<file path="config.mk">
export PLATFORM = sky130hd
export DESIGN_NAME = spi_rx_word_writer_flat
export DESIGN_NICKNAME = d
export VERILOG_FILES = /design/src/rtl/spi_rx_word_writer_if.sv /design/src/rtl/spi_rx_word_writer.sv /design/src/flat_wrapper.sv
export SDC_FILE = /design/constraint.sdc
export NUM_CORES = 1
export LEC_CHECK = 0
export ABC_AREA = 1
export ABC_CLOCK_PERIOD_IN_PS = 2700
export BUFFER_PORTS_ARGS = -buffer_cell sky130_fd_sc_hd__buf_2
export CAP_MARGIN = 30
export CELL_PAD_IN_SITES_DETAIL_PLACEMENT = 2
export CELL_PAD_IN_SITES_GLOBAL_PLACEMENT = 2
export CORE_MARGIN = 2
export CORE_UTILIZATION = 32
export DETAILED_ROUTE_END_ITERATION = 16
export PLACE_DENSITY_LB_ADDON = 0.1
export SLEW_MARGIN = 30
export SYNTH_ARGS = -nofsm -noshare
export SYNTH_HDL_FRONTEND = slang
export SYNTH_SLANG_ARGS = --single-unit
</file>
<file path="constraint.sdc">
create_clock -name clk -period 2.7 [get_ports clk]
set_clock_uncertainty 0.1 [all_clocks]
set_input_delay 0.135 -clock clk [delete_from_list [all_inputs] [get_ports clk]]
set_output_delay 0.135 -clock clk [all_outputs]
set_load 0.05 [all_outputs]
</file>
<file path="src/rtl/spi_rx_word_writer_if.sv">
// Request port between the SPI word writer (master) and the SPI DMA bridge (slave).
// The writer issues single-word writes and the bridge answers each one with a rdy pulse.
interface spi_rx_word_writer_if;
    logic [31:0] addr;
    logic        write;
    logic [31:0] writedata;
    logic        read;
    logic        rdy;

    modport master (output addr, output write, output writedata, output read, input rdy);
    modport slave  (input addr, input write, input writedata, input read, output rdy);
endinterface

</file>
<file path="src/rtl/spi_rx_word_writer.sv">
// Packs received SPI bytes into 32-bit little-endian words and writes them to consecutive
// addresses through the DMA bridge, one request per word, with a one-word hold buffer.
module spi_rx_word_writer #(
    parameter int CNT_W = 16
) (
    input  logic                 clk,
    input  logic                 rst,
    input  logic                 start,
    input  logic                 abort,
    input  logic [31:0]          base_addr,
    input  logic [CNT_W-1:0]     word_count,
    input  logic                 rx_valid,
    input  logic [7:0]           rx_data,
    spi_rx_word_writer_if.master dma,
    output logic                 busy,
    output logic                 done,
    output logic                 overflow,
    output logic [CNT_W-1:0]     words_written
);

    typedef enum logic [2:0] {
        IDLE  = 3'd0,
        ARMED = 3'd1,
        REQ   = 3'd2,
        WAIT  = 3'd3,
        DONE  = 3'd4
    } state_t;

    state_t           state_r;
    logic [31:0]      cur_addr_r;
    logic [CNT_W-1:0] count_r;
    logic [CNT_W-1:0] words_packed_r;
    logic [CNT_W-1:0] ww_r;
    logic [1:0]       byte_cnt_r;
    logic [23:0]      pack_r;
    logic [31:0]      hold_r;
    logic             hold_valid_r;
    logic             abort_pend_r;
    logic [31:0]      addr_r;
    logic [31:0]      wdata_r;
    logic             write_r;
    logic             busy_r;
    logic             done_r;
    logic             ovf_r;

    assign dma.addr      = addr_r;
    assign dma.write     = write_r;
    assign dma.writedata = wdata_r;
    assign dma.read      = 1'b0;
    assign busy          = busy_r;
    assign done          = done_r;
    assign overflow      = ovf_r;
    assign words_written = ww_r;

    // Byte packer, hold buffer and request sequencer.
    always_ff @(posedge clk) begin
        if (rst) begin
            state_r        <= IDLE;
            cur_addr_r     <= 32'd0;
            count_r        <= '0;
            words_packed_r <= '0;
            ww_r           <= '0;
            byte_cnt_r     <= 2'd0;
            pack_r         <= 24'd0;
            hold_r         <= 32'd0;
            hold_valid_r   <= 1'b0;
            abort_pend_r   <= 1'b0;
            addr_r         <= 32'd0;
            wdata_r        <= 32'd0;
            write_r        <= 1'b0;
            busy_r         <= 1'b0;
            done_r         <= 1'b0;
            ovf_r          <= 1'b0;
        end else begin
            done_r  <= 1'b0;
            write_r <= 1'b0;

            // A full hold on the 4th byte drops the byte and leaves 3 bytes packed.
            if (busy_r && (words_packed_r < count_r) && rx_valid) begin
                if (byte_cnt_r != 2'd3) begin
                    case (byte_cnt_r)
                        2'd0:    pack_r[7:0]   <= rx_data;
                        2'd1:    pack_r[15:8]  <= rx_data;
                        2'd2:    pack_r[23:16] <= rx_data;
                        default: pack_r        <= pack_r;
                    endcase
                    byte_cnt_r <= byte_cnt_r + 2'd1;
                end else if (!hold_valid_r) begin
                    hold_r         <= {rx_data, pack_r};
                    hold_valid_r   <= 1'b1;
                    byte_cnt_r     <= 2'd0;
                    words_packed_r <= words_packed_r + CNT_W'(1);
                end else begin
                    ovf_r <= 1'b1;
                end
            end

            case (state_r)
                IDLE: begin
                    if (start) begin
                        cur_addr_r     <= base_addr;
                        count_r        <= word_count;
                        ww_r           <= '0;
                        words_packed_r <= '0;
                        ovf_r          <= 1'b0;
                        byte_cnt_r     <= 2'd0;
                        pack_r         <= 24'd0;
                        hold_valid_r   <= 1'b0;
                        abort_pend_r   <= 1'b0;
                        busy_r         <= 1'b1;
                        state_r        <= (word_count == '0) ? DONE : ARMED;
                    end
                end
                ARMED: begin
                    if (hold_valid_r) begin
                        wdata_r      <= hold_r;
                        addr_r       <= cur_addr_r;
                        hold_valid_r <= 1'b0;
                        write_r      <= 1'b1;
                        abort_pend_r <= abort;
                        state_r      <= REQ;
                    end else if (abort) begin
                        busy_r  <= 1'b0;
                        state_r <= IDLE;
                    end
                end
                REQ: begin
                    if (abort) begin
                        abort_pend_r <= 1'b1;
                    end
                    state_r <= WAIT;
                end
                WAIT: begin
                    if (abort) begin
                        abort_pend_r <= 1'b1;
                    end
                    // The bridge cannot cancel, so abort only takes effect after rdy.
                    if (dma.rdy) begin
                        ww_r       <= ww_r + CNT_W'(1);
                        cur_addr_r <= cur_addr_r + 32'd4;
                        if (abort_pend_r || abort) begin
                            busy_r  <= 1'b0;
                            state_r <= IDLE;
                        end else if ((ww_r + CNT_W'(1)) == count_r) begin
                            state_r <= DONE;
                        end else begin
                            state_r <= ARMED;
                        end
                    end
                end
                DONE: begin
                    done_r  <= 1'b1;
                    busy_r  <= 1'b0;
                    state_r <= IDLE;
                end
                default: begin
                    state_r <= IDLE;
                end
            endcase
        end
    end

endmodule
</file>
<file path="src/flat_wrapper.sv">
// flat-port wrapper written by rule: the top's interface ports become plain ports
module spi_rx_word_writer_flat 
#(
    parameter int CNT_W = 16
)
  (clk, rst, start, abort, base_addr, word_count, rx_valid, rx_data, busy, done, overflow, words_written, dma_addr, dma_write, dma_writedata, dma_read, dma_rdy);
  spi_rx_word_writer_if dma_i ();
  input  logic clk;
  input  logic rst;
  input  logic start;
  input  logic abort;
  input  logic [31:0] base_addr;
  input  logic [CNT_W-1:0] word_count;
  input  logic rx_valid;
  input  logic [7:0] rx_data;
  output logic busy;
  output logic done;
  output logic overflow;
  output logic [CNT_W-1:0] words_written;
  output wire logic [$bits(dma_i.addr)-1:0] dma_addr;
  output wire logic [$bits(dma_i.write)-1:0] dma_write;
  output wire logic [$bits(dma_i.writedata)-1:0] dma_writedata;
  output wire logic [$bits(dma_i.read)-1:0] dma_read;
  input wire logic [$bits(dma_i.rdy)-1:0] dma_rdy;
  assign dma_addr = dma_i.addr;
  assign dma_write = dma_i.write;
  assign dma_writedata = dma_i.writedata;
  assign dma_read = dma_i.read;
  assign dma_i.rdy = dma_rdy;
  spi_rx_word_writer #(.CNT_W(CNT_W)) u_core (.clk(clk), .rst(rst), .start(start), .abort(abort), .base_addr(base_addr), .word_count(word_count), .rx_valid(rx_valid), .rx_data(rx_data), .dma(dma_i), .busy(busy), .done(done), .overflow(overflow), .words_written(words_written));
endmodule
</file>
==> results.ini, run 1 <==
[run_status]
status = completed

[worst_setup_path]
critPathKind = register to register
startpoint = u_core.count_r[15]$_SDFFE_PP0P_
crit-reg2reg-launch = u_core.count_r[15]$_SDFFE_PP0P_
crit_required_ns = 3.02
start_kind = register
endpoint_kind = register
cp.arrival_ns = 2.79
reg2reg_depth = 10
crit_fanout = 19

[clock_tree]
cts-htree-levels = 1
insertion_delay_ns = 0.54
cts_buffer_depth = 3
clock-root-buffer = clkbuf_16
clk_pin_slew_ns = 0.06
tritoncts = yes
cts_sinks = 211
numCtsBuffers = 26

[detailed_routing]
wl_per_cell_um = 18.3
via_per_inst = 5.05
dr.pass1.iters = 4
met2_length_mm = 18.1
dr_wl_met3_mm = 1.19
drc = 0
wirelength_mm = 37.5
vias = 10400
initialDrtViolationCount = 385
ant_nets = 0
highest_layer = met4
met1_length_mm = 17.3

[pwr]
netSwitchingFraction = 0.246
switchingPower_w = 0.00195
pwr-share-clk = 0.503
ir_worst_vdd_mv = 0.442
p_leak_nw = 5.78
pwr-share-seq = 0.413
p_comb_frac = 0.083
intPower_w = 0.00600
p_per_area_nw_per_um2 = 620

[global_route]
grt_usage = 0.225
grt-ovfl-total = 0
first_global_vias = 11000
grt_max_degree = 62
grt_first_pass_wirelength_mm = 59.7
antenna_found_initial = 2

[floorplan]
start_util = 0.323
core_um2 = 31300
die_y_um = 182
die_area_um2 = 33000
die_w_um = 182
io_pins = 147
placementRows = 65

[synthesis]
synth_seq_cells = 211
synth_area_leaders = dfxtp_1 42%, nor2_1 10%, nand2_1 9.6%, o21ai_0 7.6%, a21oi_1 5.1%
ys_dominant_reg_cell = dfxtp_1
syn-num-nets = 1521
synth-edff-count = 0
syn_area_um2 = 10100
synth_top_area_frac = 0.418
synthMuxAreaShare = 0
synth_cell_types = 48
ys_seq_area_frac = 0.418
synth_xor_area_frac = 0.0234
yosysWarnings = 0
synth-compound-area-share = 0.166
synthSimpleGateAreaFrac = 0.287
avgSynthCellArea_um2 = 7.03
yosysTopAreaCell = dfxtp_1
synth_top_family_by_area = simple AND/OR/NAND/NOR gates
synthAdderAreaFrac = 0.0272
syn_inst = 1437
async_flop_share = 0

[timing]
fin_crit_sh = 0.916
period_minus_slack_ns = 2.47
hold_viol_final = 0
max-slew-margin-rel = 0.576
tns_ns = 0
setup_viol = 0
grt_setup_unrepaired = false
tightest_slew_ns = 0.635
drv_slew = 0
fmax_mhz = 404

[placement]
place_area_um2 = 11200
hpwl_mm = 25.9
portBuffers = 145
gp_congestion = 0.759

[finish]
fillCellCount = 3698
most-common-layout-cells = 275 x nor2_1, 259 x nand2_1, 211 x dfxtp_1, 152 x o21ai_0, 145 x buf_2
final_cell_area_um2 = 12800
regArea_um2 = 4220
drive_above_1_share = 0.164
layout_commonest_cell = nor2_1
synthToLayoutAreaGrowth_pct = 26.8
nNetsFinal = 1711
multi_input_area_um2 = 5110

[worst_hold_path]
hold_depth = 5
hold_start = abort
hp-class = primary input to register

[job]
drv_cap = 0

==> repair_timing <==
action	4_1_cts	5_1_grt
hold buffers	61	0
buffers inserted	0	1
endpoints found under the hold margin	82	0
setup endpoints to repair	0	34
resized for setup	0	5
==> cell families (layout without fill, tap and decap cells) <==
kind of cell	count (synthesis)	in the layout
compound gates	316	316
xor+xnor	27	27
simple gates	672	672
other cells	1	3
flops	211	211
fa+ha+maj	22	22
buf+inv	188	398
==> area by class of cell <==
cell class                      instances  area share
Clock inverter                         13      0.0174
Timing Repair Buffer                  232       0.120
Sequential cell                       211       0.330
Multi-Input combinational cell       1038       0.399
Clock buffer                           35      0.0597
Tap cell                              402      0.0392
Antenna cell                            2    0.000390
Inverter                              118      0.0350
==> sequential cells by signal, indices dropped and copies added (netlist names), 2 cells and up <==
name / cells
u_core.words_written: 16
u_core.count_r: 16
u_core.byte_cnt_r: 2
u_core.words_packed_r: 16
u_core.dma.writedata: 32
u_core.cur_addr_r: 32
u_core.state_r: 3
u_core.dma.addr: 32
u_core.pack_r: 24
u_core.hold_r: 32
==> power by group through the flow <==
| stage | registers, W | logic (W) | clock network [W] |
|---|---|---|---|
| floorplan | 0.00332 | 0.000376 | 0 |
| CTS | 0.00328 | 0.000665 | 0.00409 |
| detailed placement | 0.00335 | 0.000586 | 0 |
| finish | 0.00328 | 0.000663 | 0.00400 |
| global placement | 0.00334 | 0.000564 | 0 |
| global route | 0.00329 | 0.000739 | 0.00423 |
==> Yosys cell counts, types with 7 or more instances <==
cell / count
a21oi_1: 102
buf_2: 11
clkbuf_1: 46
dfxtp_1: 211
ha_1: 22
inv_1: 108
inv_2: 9
nand2_1: 259
nand2_4: 7
nand3_1: 58
nand4_1: 17
nor2_1: 276
nor2_4: 9
nor3_1: 13
o211ai_1: 12
o21ai_0: 153
o21ai_1: 22
o22ai_1: 11
xor2_1: 24
==> through the flow <==
stage	total power (W)	hold slack [ns]	std cells	utilization	setup slack [ns]
floorplan	0.00370	0.163	1437	-	0.366
global placement	0.00391	0.300	1939	0.358	0.173
detailed placement	0.00393	0.301	1939	0.358	0.154
CTS	0.00804	0.00898	2048	0.409	0.0986
global route	0.00826	0.0744	2051	0.409	0.00813
finish	0.00795	0.0242	2051	0.409	0.226
==> routing by layer <==
metal,vias to the layer above,global-route usage
met2,167,0.398
met3,47,0.0229
met1,5092,0.293
met4,0,0.0579
met5,-,0
li1,5058,-
==> worst paths after layout <==
path	end	slack (ns)
worst max-delay path	u_core.hold_r[4]$_SDFFE_PP0P_	0.23
worst min-delay path	u_core.abort_pend_r$_SDFFE_PP0P_	0.02
worst max register to register	u_core.hold_r[4]$_SDFFE_PP0P_	0.23
worst min register to register	u_core.abort_pend_r$_SDFFE_PP0P_	0.36
==> worst max-delay path, cell delays in order (launching register included) <==
cell and delay [ns]:
dfxtp_1 0.34, inv_1 0.09, ha_1 0.34, a211oi_1 0.24, nand2_1 0.09, a31oi_2 0.23
a21boi_4 0.27, nand2_4 0.17, buf_6 0.22, o21ai_0 0.19, nor2_1 0.06
No activity file was read; power rests on OpenSTA's default activity.
==> run 2, diff against run 1 <==
ABC_AREA = not set   (was 1)
CORE_UTILIZATION = 34   (was 32)
==> results.ini, run 2 <==
[run_status]
status = completed

[pwr]
p_per_area_nw_per_um2 = 572
intPower_w = 0.00546
pwr-share-clk = 0.471
p_leak_nw = 5.48
netSwitchingFraction = 0.248
pwr-share-seq = 0.445
ir_worst_vdd_mv = 0.446
p_comb_frac = 0.084
switchingPower_w = 0.00180

[clock_tree]
cts_sinks = 211
clock-root-buffer = clkbuf_16
cts_buffer_depth = 3
numCtsBuffers = 26
insertion_delay_ns = 0.54
tritoncts = yes
cts-htree-levels = 1
clk_pin_slew_ns = 0.06

[finish]
most-common-layout-cells = 241 x nand2_1, 201 x dfxtp_1, 144 x buf_2, 130 x a21oi_1, 101 x nor2_1
nNetsFinal = 1465
regArea_um2 = 4240
fillCellCount = 3149
multi_input_area_um2 = 5160
stdcell_count = 1778
synthToLayoutAreaGrowth_pct = 31.1
layout_commonest_cell = nand2_1
drive_above_1_share = 0.208

[global_route]
grt-ovfl-total = 0
grt_usage = 0.236
first_global_vias = 10300
antenna_found_initial = 1
grt_first_pass_wirelength_mm = 57.7
grt_max_degree = 65

[worst_setup_path]
startpoint = u_core.count_r[7]$_SDFFE_PP0P_
crit_required_ns = 3.02
crit-reg2reg-launch = u_core.count_r[7]$_SDFFE_PP0P_
crit_fanout = 8
endpoint_kind = register
cp.arrival_ns = 2.91
start_kind = register
critPathKind = register to register

[synthesis]
synth_area_leaders = dfxtp_1 44%, nand2_1 9.4%, mux2i_1 9.2%, a21oi_1 6.7%, nor2_1 3.9%
yosysMostFrequentCell = nand2_1
synth-edff-count = 0
synth_top_area_frac = 0.437
synth_seq_cells = 211
avgSynthCellArea_um2 = 8.34
synth_cell_types = 71
ys_seq_area_frac = 0.437
yosysTopAreaCell = dfxtp_1
synth_commonest_cells = 242 x nand2_1, 211 x dfxtp_1, 130 x a21oi_1
yosysWarnings = 0
syn_inst = 1160
syn_area_um2 = 9670
async_flop_share = 0
syn-num-nets = 1244
ys_dominant_reg_cell = dfxtp_1

[timing]
tightest_slew_ns = 0.729
hold_slack_ns = 0.226
drv_slew = 0
fmax_mhz = 385
setup_slack_ns = 0.104
period_minus_slack_ns = 2.60
max-slew-margin-rel = 0.514
hold_viol_final = 0
fin_crit_sh = 0.961
setup_viol = 0

[detailed_routing]
wirelength_mm = 36.2
initialDrtViolationCount = 451
drc = 0
ant_nets = 0
dr.pass1.iters = 4
vias = 9359
wl_per_cell_um = 20.4
via_per_inst = 5.26

[floorplan]
io_pins = 147
placementRows = 61
core_um2 = 27900
start_util = 0.346
die_w_um = 173
die_y_um = 173
die_area_um2 = 29800

[placement]
dp_slack_ns = 0.0338
placedCellCount = 1669
portBuffers = 145
hpwl_mm = 22.8
gp_congestion = 0.812

[worst_hold_path]
hold_start = rx_valid
hp-class = primary input to register

[job]
drv_cap = 0

[run 2: cell count changes in the layout (fill, tap and decap cells not counted), moves of 28 or more]
cell     previous run  this run
o21ai_0           152        28
inv_1             107        19
nor2_1            275       101
mux2i_1             0        88
a21oi_1           102       130
buf_4              25        58
nand3_1            58        27
[run 2: repair_timing]
item / 4_1_cts / 5_1_grt
endpoints found under the setup margin: 0 / 65
resized for setup: 0 / 24
buffers inserted: 0 / 1
hold buffers: 60 / 0
endpoints found under the hold margin: 109 / 0
[run 2: worst paths after layout]
| path | cells after the start | to | slack [ns] |
|---|---|---|---|
| setup / recovery | 10 | u_core.pack_r[17]$_SDFF_PP0_ | 0.10 |
| hold / removal | 7 | u_core.words_packed_r[6]$_SDFF_PP0_ | 0.23 |
| setup reg to reg | 10 | u_core.pack_r[17]$_SDFF_PP0_ | 0.10 |
| hold reg to reg | 2 | u_core.dma.addr[7]$_SDFFE_PP0P_ | 0.35 |
[run 2: power by group through the flow]
stage	combinational, W	clock [W]	sequential [W]
3_5_place_dp	0.000506	0	0.00329
2_1_floorplan	0.000290	0	0.00328
6_report	0.000606	0.00342	0.00323
5_1_grt	0.000661	0.00366	0.00324
4_1_cts	0.000578	0.00351	0.00323
3_3_place_gp	0.000493	0	0.00329
[run 2: cell type report]
type | instances | share of cell area
diodes | 1 | 0.000197
clock inverters | 9 | 0.00671
inverters | 20 | 0.00592
repair buffers | 269 | 0.150
multi-input cells | 853 | 0.407
flip-flops and latches | 211 | 0.334
clock buffers | 37 | 0.0593
well taps | 378 | 0.0373
[run 2: kinds of logic after synthesis]
group / after synthesis / synth area share
adders and majority gates: 22 / 0.0285
muxes: 90 / 0.0933
xor gates and xnor gates: 30 / 0.0272
DFF: 211 / 0.437
AOI/OAI and AO/OA: 225 / 0.142
buffers and inverters: 96 / 0.0440
other: 1 / 0.000388
and+or+nand+nor: 485 / 0.229
[run 2: critical path: stages, from the launching register on]
cell     delay [ns]
dfxtp_1        0.34
inv_1          0.09
ha_4           0.30
nand4_1        0.10
or3_1          0.39
o32a_4         0.41
buf_4          0.17
nand4_1        0.14
buf_12         0.15
mux2i_1        0.21
nor2_1         0.07
[run 2: layer usage]
layer | global-route usage | routed length (um)
met5 | 0 | 0
met4 | 0.0480 | 670
met2 | 0.423 | 17800
met1 | 0.303 | 16500
met3 | 0.0325 | 1230
[run 2: through the flow]
| stage | utilization | TNS [ns] | power [W] | instance area [um2] |
|---|---|---|---|---|
| finish | 0.454 | 0 | 0.00726 | 12700 |
| global placement | 0.397 | 0 | 0.00378 | 11100 |
| detailed placement | 0.397 | 0 | 0.00380 | 11100 |
| floorplan | - | 0 | 0.00357 | 9680 |
| CTS | 0.448 | 0 | 0.00731 | 12500 |
| global route | 0.454 | -0.0987 | 0.00756 | 12700 |
==> run 3, diff against run 2 <==
GPL_TIMING_DRIVEN = 0   (was not set)
==> results.ini, run 3 (synthesis results as in run 2) <==
[finish]
synthToLayoutAreaGrowth_pct = 32.3
regArea_um2 = 4280
fillCellCount = 3141
multi_input_area_um2 = 5240
drive_above_1_share = 0.205
layout_commonest_cell = nand2_1
final_cell_area_um2 = 12800
most-common-layout-cells = 240 x nand2_1, 189 x dfxtp_1, 148 x buf_2, 129 x a21oi_1, 101 x nor2_1
nNetsFinal = 1495

[floorplan]
start_util = 0.346
io_pins = 147
placementRows = 61
core_um2 = 27900
die_w_um = 173
die_y_um = 173
die_area_um2 = 29800

[detailed_routing]
initialDrtViolationCount = 418
via_per_inst = 5.36
dr.pass1.iters = 5
drc = 0
ant_nets = 0
wirelength_mm = 40.0
vias = 9675
wl_per_cell_um = 22.2

[worst_setup_path]
crit_fanout = 8
ff2ff_setup_slack_ns = -0.02
start_kind = register
slowest_stage = or3_1
reg2reg_depth = 11
cp_num_buf_inv = 4
critPathKind = register to register
cp.arrival_ns = 3.05
cp_cell_sequence = inv_2 -> ha_4 -> nand4_1 -> or3_1 -> o32a_1 -> buf_4 -> buf_2 -> nand4_1 -> buf_6 -> mux2i_1 -> nor2_1
r2r-end = u_core.pack_r[16]$_SDFF_PP0_
critPathMostFrequentCell = nand4_1
crit_required_ns = 3.02
slowest_delay_ns = 0.40
crit_family = simple AND/OR/NAND/NOR gates
endpoint_kind = register
crit-reg2reg-launch = u_core.count_r[13]$_SDFFE_PP0P_

[placement]
portBuffers = 144
gp_congestion = 0.826
place_area_um2 = 10900
hpwl_mm = 26.2

[clock_tree]
clk_pin_slew_ns = 0.06
numCtsBuffers = 25
cts_sinks = 211
tritoncts = yes
insertion_delay_ns = 0.54
clock-root-buffer = clkbuf_16
cts_buffer_depth = 3
cts-htree-levels = 1

[timing]
tns_ns = -0.0927
fin_crit_sh = 1.01
max-slew-margin-rel = 0.371
tightest_slew_ns = 0.943
setup_slack_ns = -0.0224
period_minus_slack_ns = 2.72
hold_viol_final = 0
setup_viol = 8
drv_slew = 0
fmax_mhz = 367

[global_route]
grt_usage = 0.249
grt_max_degree = 14
antenna_found_initial = 1
busiest_layer = met2
grt_use_met2 = 0.454
grt_use_met1 = 0.321
gr-usage-met3 = 0.0277
first_global_vias = 10300
grt_first_pass_wirelength_mm = 59.4
grt-ovfl-total = 0

[pwr]
netSwitchingFraction = 0.258
ir_worst_vdd_mv = 0.493
pwr-share-clk = 0.461
p_per_area_nw_per_um2 = 562
p_comb_frac = 0.088
switchingPower_w = 0.00185
pwr-share-seq = 0.450
intPower_w = 0.00534
p_leak_nw = 5.41

[worst_hold_path]
hold_start = base_addr[31]
hp-class = primary input to register
min_to = u_core.cur_addr_r[31]$_SDFFE_PP0P_
hold_depth = 3

[run_status]
status = finished with violations
violations = setup timing

[job]
drv_cap = 0

==> run 3: cell types whose count changed in the layout (fill, tap and decap cells not counted), sizes merged <==
cell and change:
buf -24, clkbuf +56, clkinv -4, dlygate4sd3 -2, inv +1
==> run 3: metrics by stage <==
step / hold slack (ns) / util / std cells / total power, W / worst slack, ns
3_5_place_dp: 0.301 / 0.389 / 1682 / 0.00380 / -0.373
6_report: 0.00900 / 0.458 / 1805 / 0.00719 / -0.0224
2_1_floorplan: 0.171 / - / 1160 / 0.00357 / 0.0846
3_3_place_gp: 0.297 / 0.389 / 1682 / 0.00378 / -0.367
4_1_cts: 0.00813 / 0.444 / 1789 / 0.00716 / 0.00826
5_1_grt: 0.00436 / 0.458 / 1805 / 0.00743 / -0.116
==> run 3: per-layer routing <==
metal | part of all wire | wire [um] | vias to the layer above
li1 | - | - | 4554
met1 | 0.44 | 17700 | 4885
met2 | 0.51 | 20200 | 184
met3 | 0.030 | 1190 | 52
met4 | 0.021 | 833 | 0
met5 | 0 | 0 | -
==> run 3: worst min-delay path, cell delays in order <==
cell      delay (ns)
buf_2           0.11
a21oi_1         0.23
a221oi_1        0.11
==> run 3: area by class of cell <==
type | count | share of cell area
Multi-Input combinational cell | 853 | 0.410
Sequential cell | 211 | 0.334
Timing Repair Buffer | 228 | 0.121
Clock buffer | 36 | 0.0552
Tap cell | 378 | 0.0370
Buffer | 72 | 0.0312
Inverter | 20 | 0.00587
Clock inverter | 6 | 0.00547
Antenna cell | 1 | 0.000196
==> run 3: power by group through the flow <==
stage / clock (W) / combinational [W] / sequential, W
after detailed placement: 0 / 0.000492 / 0.00331
after CTS: 0.00335 / 0.000572 / 0.00324
final: 0.00331 / 0.000636 / 0.00324
after floorplan: 0 / 0.000290 / 0.00328
after global routing: 0.00350 / 0.000685 / 0.00324
after global placement: 0 / 0.000478 / 0.00330
==> run 3: timing repair <==
item	4_1_cts	5_1_grt
gates cloned	0	5
hold buffers	58	0
buffers inserted	8	13
endpoints found under the setup margin	92	138
pin swaps	5	6
resized for setup	35	59
hold endpoints to repair	83	0
==> run 3: worst max-delay path by stage <==
stage,from,to,slack (ns),depth (start not counted)
global route,u_core.state_r[2]$_SDFFE_PP0P_,u_core.count_r[0]$_SDFFE_PP0P_,-0.12,6
global placement,u_core.count_r[9]$_SDFFE_PP0P_,u_core.pack_r[1]$_SDFF_PP0_,-0.37,8
floorplan,u_core.words_written[5]$_SDFFE_PP0P_,u_core.state_r[2]$_SDFFE_PP0P_,0.08,6
CTS,u_core.words_written[0]$_SDFFE_PP0P_,u_core.state_r[2]$_SDFFE_PP0P_,0.008,7
detailed placement,u_core.count_r[9]$_SDFFE_PP0P_,u_core.pack_r[7]$_SDFF_PP0_,-0.37,8
finish,u_core.count_r[13]$_SDFFE_PP0P_,u_core.pack_r[16]$_SDFF_PP0_,-0.02,11
